===== src/rtl/rx_cu.sv =====
// rx_cu - JESD204 receive-side link control unit.
//
// Runs one code-group-synchronisation FSM per lane on decoded 8b/10b
// characters, drives SYNC (released on a local LMFC boundary), tracks the
// initial lane alignment sequence per lane and enables the data path.
//
// Optional feature: define RX_CU_ILA_TIMEOUT_EN to abandon ILA and fall back
// to CGS after ILA_TO LMFC periods without every lane completing ILA.
//
// Ports:
//   CLK          clock
//   RST          synchronous active-high reset
//   RX_DATA      decoded octet per lane, lane i at [8i+7:8i]
//   RX_K         control-character flag per lane
//   RX_ERR       disparity / not-in-table error per lane
//   LMFC_ME      one-cycle pulse at local multiframe end
//   SYNC         high = link synchronised (release request to TX)
//   ILA_EN       high while ILA is being received
//   DATA_EN      high in DATA phase
//   LANE_SYNCED  per-lane CGS state != CS_INIT
module rx_cu #(
   parameter int L      = 4,
   parameter int ILA_MF = 4,
   parameter int ILA_TO = 8
) (
   input  logic           CLK,
   input  logic           RST,
   input  logic [8*L-1:0] RX_DATA,
   input  logic [L-1:0]   RX_K,
   input  logic [L-1:0]   RX_ERR,
   input  logic           LMFC_ME,
   output logic           SYNC,
   output logic           ILA_EN,
   output logic           DATA_EN,
   output logic [L-1:0]   LANE_SYNCED
);

   localparam int AW = $clog2(ILA_MF + 1);

   localparam logic [7:0] CH_K = 8'hBC;
   localparam logic [7:0] CH_R = 8'h1C;
   localparam logic [7:0] CH_A = 8'h7C;

   if (L < 1 || ILA_MF < 1 || ILA_TO < 1) begin : g_param_check
      $error("rx_cu: L, ILA_MF and ILA_TO must all be at least 1");
   end

   typedef enum logic [1:0] {CS_INIT, CS_CHECK, CS_DATA} cs_t;
   typedef enum logic [1:0] {G_IDLE, G_CGS, G_ILA, G_DATA} gs_t;

   function automatic logic is_char(input logic [7:0] d, input logic k,
                                    input logic [7:0] code);
      return k && (d == code);
   endfunction

   cs_t            cs       [L];
   cs_t            cs_nxt   [L];
   logic [1:0]     kcnt     [L];
   logic [1:0]     kcnt_nxt [L];
   logic [1:0]     err_cnt  [L];
   logic [1:0]     err_nxt  [L];
   logic [1:0]     good_run [L];
   logic [1:0]     good_nxt [L];
   logic           seen_r   [L];
   logic           seen_nxt [L];
   logic [AW-1:0]  a_cnt    [L];
   logic [AW-1:0]  a_nxt    [L];
   logic [L-1:0]   lane_drop;
   logic [L-1:0]   lane_done;
   gs_t            g_state, g_nxt;

   // Per-lane CGS and ILA next-state logic
   always_comb begin
      for (int i = 0; i < L; i++) begin
         cs_nxt[i]   = cs[i];
         kcnt_nxt[i] = kcnt[i];
         err_nxt[i]  = err_cnt[i];
         good_nxt[i] = good_run[i];
         seen_nxt[i] = seen_r[i];
         a_nxt[i]    = a_cnt[i];

         case (cs[i])
            CS_INIT: begin
               if (is_char(RX_DATA[8*i +: 8], RX_K[i], CH_K) && !RX_ERR[i]) begin
                  if (kcnt[i] == 2'd3) begin
                     cs_nxt[i]   = CS_CHECK;
                     kcnt_nxt[i] = 2'd0;
                     err_nxt[i]  = 2'd0;
                     good_nxt[i] = 2'd0;
                  end else begin
                     kcnt_nxt[i] = kcnt[i] + 2'd1;
                  end
               end else begin
                  kcnt_nxt[i] = 2'd0;
               end
            end
            default: begin
               if (RX_ERR[i]) begin
                  good_nxt[i] = 2'd0;
                  // Third outstanding error loses code-group sync.
                  if (err_cnt[i] == 2'd2) begin
                     cs_nxt[i]   = CS_INIT;
                     kcnt_nxt[i] = 2'd0;
                     err_nxt[i]  = 2'd0;
                  end else begin
                     err_nxt[i] = err_cnt[i] + 2'd1;
                  end
               end else begin
                  if (cs[i] == CS_CHECK && !is_char(RX_DATA[8*i +: 8], RX_K[i], CH_K))
                     cs_nxt[i] = CS_DATA;
                  // Four consecutive good characters forgive one error.
                  if (err_cnt[i] != 2'd0) begin
                     if (good_run[i] == 2'd3) begin
                        err_nxt[i]  = err_cnt[i] - 2'd1;
                        good_nxt[i] = 2'd0;
                     end else begin
                        good_nxt[i] = good_run[i] + 2'd1;
                     end
                  end
               end
            end
         endcase

         if (g_state != G_ILA) begin
            seen_nxt[i] = 1'b0;
            a_nxt[i]    = '0;
         end else if (a_cnt[i] != AW'(ILA_MF) && !RX_ERR[i]) begin
            if (is_char(RX_DATA[8*i +: 8], RX_K[i], CH_R))
               seen_nxt[i] = 1'b1;
            // /A/ only counts once /R/ has marked the start of ILA.
            if (is_char(RX_DATA[8*i +: 8], RX_K[i], CH_A) && seen_r[i])
               a_nxt[i] = a_cnt[i] + AW'(1);
         end

         // Look at next state so the global FSM reacts on the same edge.
         lane_drop[i] = (cs_nxt[i] == CS_INIT);
         lane_done[i] = (a_nxt[i] == AW'(ILA_MF));
      end
   end

`ifdef RX_CU_ILA_TIMEOUT_EN
   localparam int TW = $clog2(ILA_TO + 1);
   logic [TW-1:0] to_cnt;
   logic          ila_timeout;

   assign ila_timeout = LMFC_ME && (to_cnt == TW'(ILA_TO - 1));

   always_ff @(posedge CLK) begin
      if (RST || g_state != G_ILA)
         to_cnt <= '0;
      else if (LMFC_ME)
         to_cnt <= to_cnt + TW'(1);
   end
`endif

   // Global link FSM next state
   always_comb begin
      g_nxt = g_state;
      case (g_state)
         G_IDLE: g_nxt = G_CGS;
         G_CGS: begin
            if ((&LANE_SYNCED) && LMFC_ME && !(|lane_drop))
               g_nxt = G_ILA;
         end
         G_ILA: begin
            if (|lane_drop)
               g_nxt = G_CGS;
            else if (&lane_done)
               g_nxt = G_DATA;
`ifdef RX_CU_ILA_TIMEOUT_EN
            else if (ila_timeout)
               g_nxt = G_CGS;
`endif
         end
         G_DATA: begin
            if (|lane_drop)
               g_nxt = G_CGS;
         end
         default: g_nxt = G_IDLE;
      endcase
   end

   // State registers
   always_ff @(posedge CLK) begin
      if (RST) begin
         g_state <= G_IDLE;
         for (int i = 0; i < L; i++) begin
            cs[i]       <= CS_INIT;
            kcnt[i]     <= 2'd0;
            err_cnt[i]  <= 2'd0;
            good_run[i] <= 2'd0;
            seen_r[i]   <= 1'b0;
            a_cnt[i]    <= '0;
         end
      end else begin
         g_state <= g_nxt;
         for (int i = 0; i < L; i++) begin
            cs[i]       <= cs_nxt[i];
            kcnt[i]     <= kcnt_nxt[i];
            err_cnt[i]  <= err_nxt[i];
            good_run[i] <= good_nxt[i];
            seen_r[i]   <= seen_nxt[i];
            a_cnt[i]    <= a_nxt[i];
         end
      end
   end

   // Moore output decode
   always_comb begin
      SYNC    = (g_state == G_ILA) || (g_state == G_DATA);
      ILA_EN  = (g_state == G_ILA);
      DATA_EN = (g_state == G_DATA);
      for (int i = 0; i < L; i++)
         LANE_SYNCED[i] = (cs[i] != CS_INIT);
   end

endmodule


===== config.mk =====
export PLATFORM = sky130hd
export DESIGN_NAME = rx_cu
export DESIGN_NICKNAME = d
export VERILOG_FILES = /design/src/rtl/rx_cu.sv
export SDC_FILE = /design/constraint.sdc
export NUM_CORES = 1
export LEC_CHECK = 0
export CORE_MARGIN = 2
export CORE_UTILIZATION = 50
export CTS_CLUSTER_SIZE = 16
export DETAILED_ROUTE_END_ITERATION = 7
export GPL_TIMING_DRIVEN = 0
export PLACE_DENSITY_LB_ADDON = 0.05
export SLEW_MARGIN = 20
export SYNTH_ARGS = -nofsm -noshare
export SYNTH_HDL_FRONTEND = slang
export SYNTH_SLANG_ARGS = --single-unit

===== constraint.sdc =====
create_clock -name CLK -period 3.4 [get_ports CLK]
set_input_delay 0.34 -clock CLK [delete_from_list [all_inputs] [get_ports CLK]]
set_output_delay 0.34 -clock CLK [all_outputs]
set_load 0.005 [all_outputs]

; ---- Word level (Yosys, flattened, before mapping)
; Memory sizes are Yosys's and may differ from the RTL's.
; Index checks and enable logic that the tools add are counted.
[word_totals]
ff_bits = 2
ram_bits = 48
in_bits = 43
output_inout_bits = 7
memories = 6
[op_classes]
n_addsub = 20
n_eq_ne = 43
n_mux = 152
bitwise = 24
reduce_logical = 61
[memory_table]
columns = name, words, word_bits, rd, rd_ports_with_merged_regs, wr, line
row1 = a_cnt, 4, 3, 4, 0, 4, 66  ; logic [AW-1:0] a_cnt [L];
row2 = cs, 4, 2, 4, 0, 4, 56  ; cs_t cs [L];
row3 = err_cnt, 4, 2, 4, 0, 4, 60  ; logic [1:0] err_cnt [L];
row4 = good_run, 4, 2, 4, 0, 4, 62  ; logic [1:0] good_run [L];
row5 = kcnt, 4, 2, 4, 0, 4, 58  ; logic [1:0] kcnt [L];
row6 = seen_r, 4, 1, 4, 0, 4, 64  ; logic seen_r [L];
[op_table]
columns = cell, n
row1 = 2-bit two-way mux, 116
row2 = 3-bit two-way mux, 16
row3 = "8-bit by 5-bit equality test with 1-bit output, second input constant", 4
row4 = "8-bit by 7-bit equality test with 1-bit output, second input constant", 4
row5 = "8-bit equality test, second input constant", 4
row6 = 1-bit logical AND, 30
row7 = "2-bit equality test, second input constant", 14
row8 = "2-bit by 1-bit adder with 2-bit output, second input constant", 12
row9 = 1-bit bitwise OR, 24
row10 = 1-bit two-way mux, 19
row11 = 2-bit logical NOT, 9
row12 = 2-bit nonzero test, 8
row13 = "3-bit by 1-bit adder with 3-bit output, second input constant", 4
row14 = "3-bit equality test, second input constant", 4
row15 = "3-bit inequality test, second input constant", 4
row16 = "2-bit by 1-bit equality test with 1-bit output, second input constant", 5
row17 = 1-bit logical NOT, 9
row18 = 2-bit one-hot mux with 4 select lines, 1
row19 = 4-bit AND reduction, 2
row20 = "2-bit by 1-bit subtractor with 2-bit output, second input constant", 4
row21 = "2-bit inequality test, second input constant", 2
row22 = 4-bit OR reduction, 1
row23 = "3-bit by 1-bit inequality test with 1-bit output, second input constant", 1
row24 = 3-bit AND reduction, 1
row25 = 2 further kinds, 2

; ---- Depth between registers and ports, before layout
; Gate-level depths: netlist of run 1.
[depth]
ltp_word = 13
ltp_mapped = 9
ltp_nobuf = 9

; ---- Least setup slack after synthesis of run 1
; Ideal clock, no wire load.
[synth_path]
kind = reg2reg
from = mem a_cnt[2][0] (netlist name)
to = reg g_state[0]
arrival_time_ps = 2305
t_required_ps = 3277
setup_slack_ps = 971
path_stages_with_launch = 10
cell_sequence = dfxtp_1 inv_1 ha_1 a211oi_2 nand3_2 or4_1 a21oi_1 nand4_1 a221oi_2 mux2_1
[synth_lines]
columns = element, line
row1 = start: declaration, 66
row2 = end signal: assignment, 196  ; g_state <= g_nxt;
row3 = end: declaration, 70  ; gs_t g_state, g_nxt;

==> metrics, run 1 <==
post-synthesis mux area share 2.89%; Least-Margin Pin Slew 0.687 ns; CP startpoint a_cnt[2][0]$_SDFF_PP0_; Area growth syn-to-layout 21.9%; die footprint 6970 µm²; post_cts resized 0; Initial Util 52.4%; crit path max fanout 6; Area contributors post-synth dfxtp_1 (32%), ha_1 (13%), nor2_1 (8.0%), a21oi_1 (7.3%), inv_1 (3.9%); internal power 0.000905 W; Setup Skew 0.00923 ns; count leader, synth nor2_1; Synth area leader dfxtp_1; total track usage 20.5%; global placer's final weighted congestion 0.832; Comb pwr share 14.5%; count of state elements after synthesis 50; Via-to-Cell Ratio 5.62; total grt overflow 0; ANT cells 0; required time of the critical path 3.59 ns; Netlist cell types 52; Root Driver clkbuf_8; crit path kind reg -> reg; relative slew slack 53.5%; CP cell instances inv_1, ha_1, a211oi_2, nand3_2, or4_1, a21oi_1, nand4_1, a221oi_2, mux2_1; Hold Path Class reg -> reg; Worst-path clk slew 0.09 ns; Yosys top cell area share 31.7%; Adder-Cell Fraction of Synth Area 12.7%; Nets 523; number of enable flip-flop cells after synthesis 0; Synth Instances 392; Hold WS about 0.46 ns; synthesized area per cell 8.06 µm²; Vias 2946; Skew-Pair Late Insertion Delay 0.31 ns; simple-gate area share of the yosys netlist 27.0%; fmax 0.378 GHz; clock group share of total power between 30% and 40%; Rows 28; setup TNS 0 ns; ys flop type dfxtp_1; Inst Count DP ~520; Hold Crit Start seen_r[1]$_SDFFE_PP0N_; CORE AREA about 6000 µm²; Die X 83.5 µm; drt drc 0; antenna violations before repair 0; xor/xnor cell area share of the yosys netlist 1.94%; Switching Fraction 23.9%; Syn Std Cell Area around 3200 µm²; Routed Antenna Nets 0; RSZ-0062 raised after global routing no; status finished, final reports clean; PwrDens around 300 nW/µm²; final hold vios 0; hpwl dp 5.46 mm; Synth Area in Compound Gates 18.7%; Syn Nets 467; WP data arrival ~2.8 ns; number of port buffers 49; final setup fails 0; switching pwr 0.000284 W; Ports 50; Cell Count, Final, Fillers Out 524; fraction of layout cells with a size suffix above 1 5.12%; Max Cap Violations 0; Max Slew Vio Count 0; first-pass GRT wire length 12.0 mm; largest family of logic cells by synthesized area simple AND/OR/NAND/NOR gates; vias in the first global route around 2900; Post-CTS Setup Inserts 0; Final Cycle Share 77.9%; total CTS buffers 5; clock tree sinks 50; crit path launch type flop; CTS Hold Bufs 0; Syn. warnings 0; VDD IR max 198 µV; Synth top cells by count nor2_1 (67), dfxtp_1 (50), a21oi_1 (46); Tmin final 2.65 ns; part of the power in registers between 50% and 60%; Clock Path Buffers 2; largest net degree at the start of global routing 16; initial DRC count between 100 and 150; ys async rst share 0%; H-tree Lvls 2; wire per inst 13.4 µm; CTS tree done; TritonRoute pass-1 iters 4; Critical Path Sink Type flop; RR Startpoint a_cnt[2][0]$_SDFF_PP0_; Slowest cell on crit path or4_1; post-synthesis sequential area ratio 31.7%; Post-Route WL 7.00 mm; Die Span Y around 83 µm; Crit path largest cell delay 0.44 ns; leakage 1.41 nW
-- area by class of cell --
| class | instances | area (µm²) |
|---|---|---|
| plain buffers | 10 | 37.5 |
| clock buffers | 5 | 68.8 |
| flip-flops and latches | 50 | 1000 |
| inverters | 33 | 124 |
| clock inverters | 3 | 40.0 |
| repair buffers | 49 | 490 |
| multi-input cells | 299 | 2000 |
| well taps | 75 | 93.8 |
| fillers | 552 | 2170 |
-- cell families after synthesis --
logic type,count (synthesis)
XOR/XNOR,7
adder cells (fa/ha/maj),32
multiplexers,9
AND/OR/NAND/NOR,159
AO/OA/AOI/OAI,92
buffers and inverters,43
flip-flops,50
-- power by group through the flow --
stage               registers [W]  clock network [W]  logic (W)
CTS                      0.000603           0.000423   0.000174
floorplan                0.000614                  0  0.0000868
global route             0.000605           0.000449   0.000189
finish                   0.000603           0.000414   0.000173
detailed placement       0.000617                  0   0.000174
global placement         0.000616                  0   0.000172
-- state kept, by name, summed over array words and instances, names as in the netlist --
register and count:
good_run 8, cs 8, err_cnt 8, kcnt 8, a_cnt 12, seen_r 4
g_state 2
-- worst max-delay path: cells and delay by family (launching register included) --
kind	cells	cell delay, ns
mux	1	0.35
compound gates	3	0.78
simple gates	3	0.72
flops	1	0.39
fa+ha+maj	1	0.21
buf+inv	1	0.09
-- metal layers --
metal | GRT usage (%) | vias up | wire [µm]
li1 | - | 1507 | -
met1 | 23.8 | 1363 | 3030
met2 | 38.6 | 69 | 3560
met3 | 3.86 | 7 | 342
met4 | 5.28 | 0 | 64
met5 | 0 | - | 0
-- path summary, 6_finish.rpt --
path	endpoint	slack, ns	cells after the start
worst max-delay path	g_state[0]$_SDFFE_PP0P_	0.75	9
worst min-delay path	seen_r[1]$_SDFFE_PP0N_	0.46	2
worst max register to register	g_state[0]$_SDFFE_PP0P_	0.75	9
worst min register to register	seen_r[1]$_SDFFE_PP0N_	0.46	2
-- cell usage in the layout (no fill, tap or decap), types with 4 or more instances in the layout --
| cell | Yosys | routed |
|---|---|---|
| a22oi_1 | 4 | 4 |
| dfxtp_1 | 50 | 50 |
| clkdlybuf4s50_1 | 0 | 49 |
| nand3_1 | 8 | 8 |
| nor2_1 | 67 | 67 |
| and3_1 | 4 | 4 |
| nor3_1 | 13 | 13 |
| ha_1 | 32 | 32 |
| or3_1 | 4 | 4 |
| nor4_1 | 5 | 5 |
| inv_1 | 33 | 33 |
| a21oi_1 | 46 | 46 |
| nand2b_1 | 5 | 5 |
| o31ai_1 | 4 | 4 |
| nand4_1 | 5 | 5 |
| nand2_1 | 24 | 24 |
| clkbuf_8 | 0 | 5 |
| o21ai_0 | 12 | 12 |
| clkbuf_1 | 10 | 10 |
| mux2i_1 | 8 | 8 |
| xnor2_1 | 6 | 6 |
-- through the flow --
stage / utilization (%) / total power, W / instance area, µm² / worst slack (ns)
after floorplan: - / 0.000701 / 3160 / 0.971
after global placement: 62.1 / 0.000788 / 3740 / 0.519
after detailed placement: 62.1 / 0.000791 / 3740 / 0.477
after CTS: 63.9 / 0.00120 / 3850 / 0.736
after global routing: 63.9 / 0.00124 / 3850 / 0.589
final: 63.9 / 0.00119 / 3850 / 0.753
Power figures use the tool's default switching activity.
==> run 2: changes to the inputs <==
- clock period: 3.4 -> 2.77 ns (I/O delays scaled with it)
==> run 2 against run 1 <==
Compared with the run above:
- sequential cell count unchanged
- clock skew down 0.00079 ns
- power grew 23%
- fmax rose by 2.3%
- clock power grew 23%
- die area did not move
- via count increased by 0.75%
- cell area up 0.20%
- combinational power rose by 23%
- critical path type unchanged
- highest routed layer unchanged
==> metrics, run 2 (synthesis gave the netlist of run 1 again) <==
Nets 523 (unchanged); Pwr Total 0.00146 W (+23%); drt drc 0 (unchanged); commonest non-fill, non-tap cells in the layout nor2_1 (67), dfxtp_1 (49), clkdlybuf4s50_1 (49); PwrDens 379 nW/µm² (+23%); total CTS buffers 5 (unchanged); register bank with the most flops a_cnt; Critical Path Sink Type flop; pre-CTS WS -0.0897 ns (-0.567 ns); vias in the first global route 2856 (unchanged); relative slew slack 53.5% (about the same); required time of the critical path 2.97 ns (-0.62 ns); Clock Path Buffers 2 (unchanged); clock tree sinks 50 (unchanged); Hold WS 0.465 ns (-0.0000220 ns); Root Driver clkbuf_8; commonest non-fill, non-tap cell in the layout nor2_1; Final Cycle Share 93.4% (+16 points); largest net degree at the start of global routing 16 (unchanged); Tmin final 2.59 ns (-0.0590 ns); fraction of layout cells with a size suffix above 1 5.57% (+0.45 points); Via-to-Cell Ratio 5.66 (+0.75%); Ports 50 (unchanged); max reg flops 12 (unchanged); CTS tree done; global placer's final weighted congestion 0.832 (unchanged); H-tree Lvls 2 (unchanged); Setup Skew 0.00844 ns (-0.000788 ns); RSZ-0062 raised after global routing no; total grt overflow 0 (unchanged); ANT cells 0 (unchanged); leakage 1.41 nW (about the same); Cell Count, Final, Fillers Out 524 (unchanged); Initial Util 52.4% (unchanged); hpwl dp 5.46 mm (unchanged); Worst-path clk slew 0.09 ns (about the same); first-pass GRT wire length 12.0 mm (unchanged); antenna violations before repair 0 (unchanged); Max Cap Violations 0 (unchanged); Inst Count DP 516 (unchanged); VDD IR max 244 µV (+23%); initial DRC count 112 (-14%); Area growth syn-to-layout 22.2%; crit path kind reg -> reg; Hold Path Class reg -> reg; number of port buffers 49 (unchanged); Die Span Y 83.5 µm (unchanged); TritonRoute pass-1 iters 6 (+2); Filler Cell Count 549 (-0.54%); Skew-Pair Late Insertion Delay 0.31 ns (about the same); final setup fails 0 (unchanged); CORE AREA 6030 µm² (unchanged); Post-CTS Setup Inserts 0 (unchanged); worst setup margin 0.182 ns (-0.571 ns); final hold vios 0 (unchanged); Rows 28 (unchanged); fmax 0.386 GHz (+2.3%); total track usage 20.5% (unchanged); fin util 64.0% (+0.12 points); Vias 2968 (+0.75%); wire per inst 13.4 µm (+0.53%); die footprint 6970 µm² (unchanged); Die X 83.5 µm (unchanged); Post-Route WL 7.04 mm (+0.53%); WP data arrival 2.78 ns (-0.06 ns); status finished, final reports clean; Routed Antenna Nets 0 (unchanged); Max Slew Vio Count 0 (unchanged); Least-Margin Pin Slew 0.687 ns (-0.000112 ns); crit path max fanout 6 (unchanged); crit path launch type flop
run 2: cell type report:
cell class	count	area [µm²]	share of cell area (%)
Multi-Input combinational cell	299	2000	51.9
Sequential cell	50	1000	26.0
Timing Repair Buffer	49	490	12.7
Inverter	33	124	3.21
Tap cell	75	93.8	2.43
Clock buffer	5	68.8	1.78
Clock inverter	3	40.0	1.04
Buffer	10	37.5	0.973
run 2: worst max-delay path, stage by stage, from the launching register on:
cell	delay, ns
dfxtp_2	0.36
inv_1	0.07
ha_1	0.20
a211oi_2	0.27
nand3_2	0.15
or4_1	0.45
a21oi_1	0.17
nand4_1	0.12
a221oi_2	0.32
mux2_1	0.35
run 2: repair_timing:
| action | CTS | global route |
|---|---|---|
| gates resized for setup | 0 | 2 |
| endpoints found under the setup margin | 0 | 1 |
| hold buffers | 0 | 0 |
run 2: path summary, 6_finish.rpt:
check / slack (ns) / depth (start not counted) / end / start
setup / recovery: 0.18 / 9 / g_state[0]$_SDFFE_PP0P_ / a_cnt[2][0]$_SDFF_PP0_
hold / removal: 0.46 / 2 / seen_r[1]$_SDFFE_PP0N_ / seen_r[1]$_SDFFE_PP0N_
setup reg to reg: 0.18 / 9 / g_state[0]$_SDFFE_PP0P_ / a_cnt[2][0]$_SDFF_PP0_
hold reg to reg: 0.46 / 2 / seen_r[1]$_SDFFE_PP0N_ / seen_r[1]$_SDFFE_PP0N_
run 2: power by group:
group	switching [W]	internal, W	leakage (nW)	total [W]
combinational	0.0000954	0.000117	0.946	0.000212
clock	0.000243	0.000266	0.0579	0.000509
sequential	0.0000118	0.000728	0.403	0.000740
total	0.000350	0.00111	1.41	0.00146
run 2: per-layer routing:
metal / vias up / track usage [%] / share of wire [%]
met5: - / 0 / 0
met4: 0 / 5.28 / 1.1
met3: 12 / 3.86 / 4.6
met2: 74 / 38.6 / 51
met1: 1381 / 23.8 / 43
li1: 1501 / - / -
run 2: stage by stage:
stage,setup TNS (ns),instance area [µm²]
6_report,0,3860
5_1_grt,0,3860
4_1_cts,0,3850
3_5_place_dp,-0.0897,3740
3_3_place_gp,-0.0477,3740
2_1_floorplan,0,3160
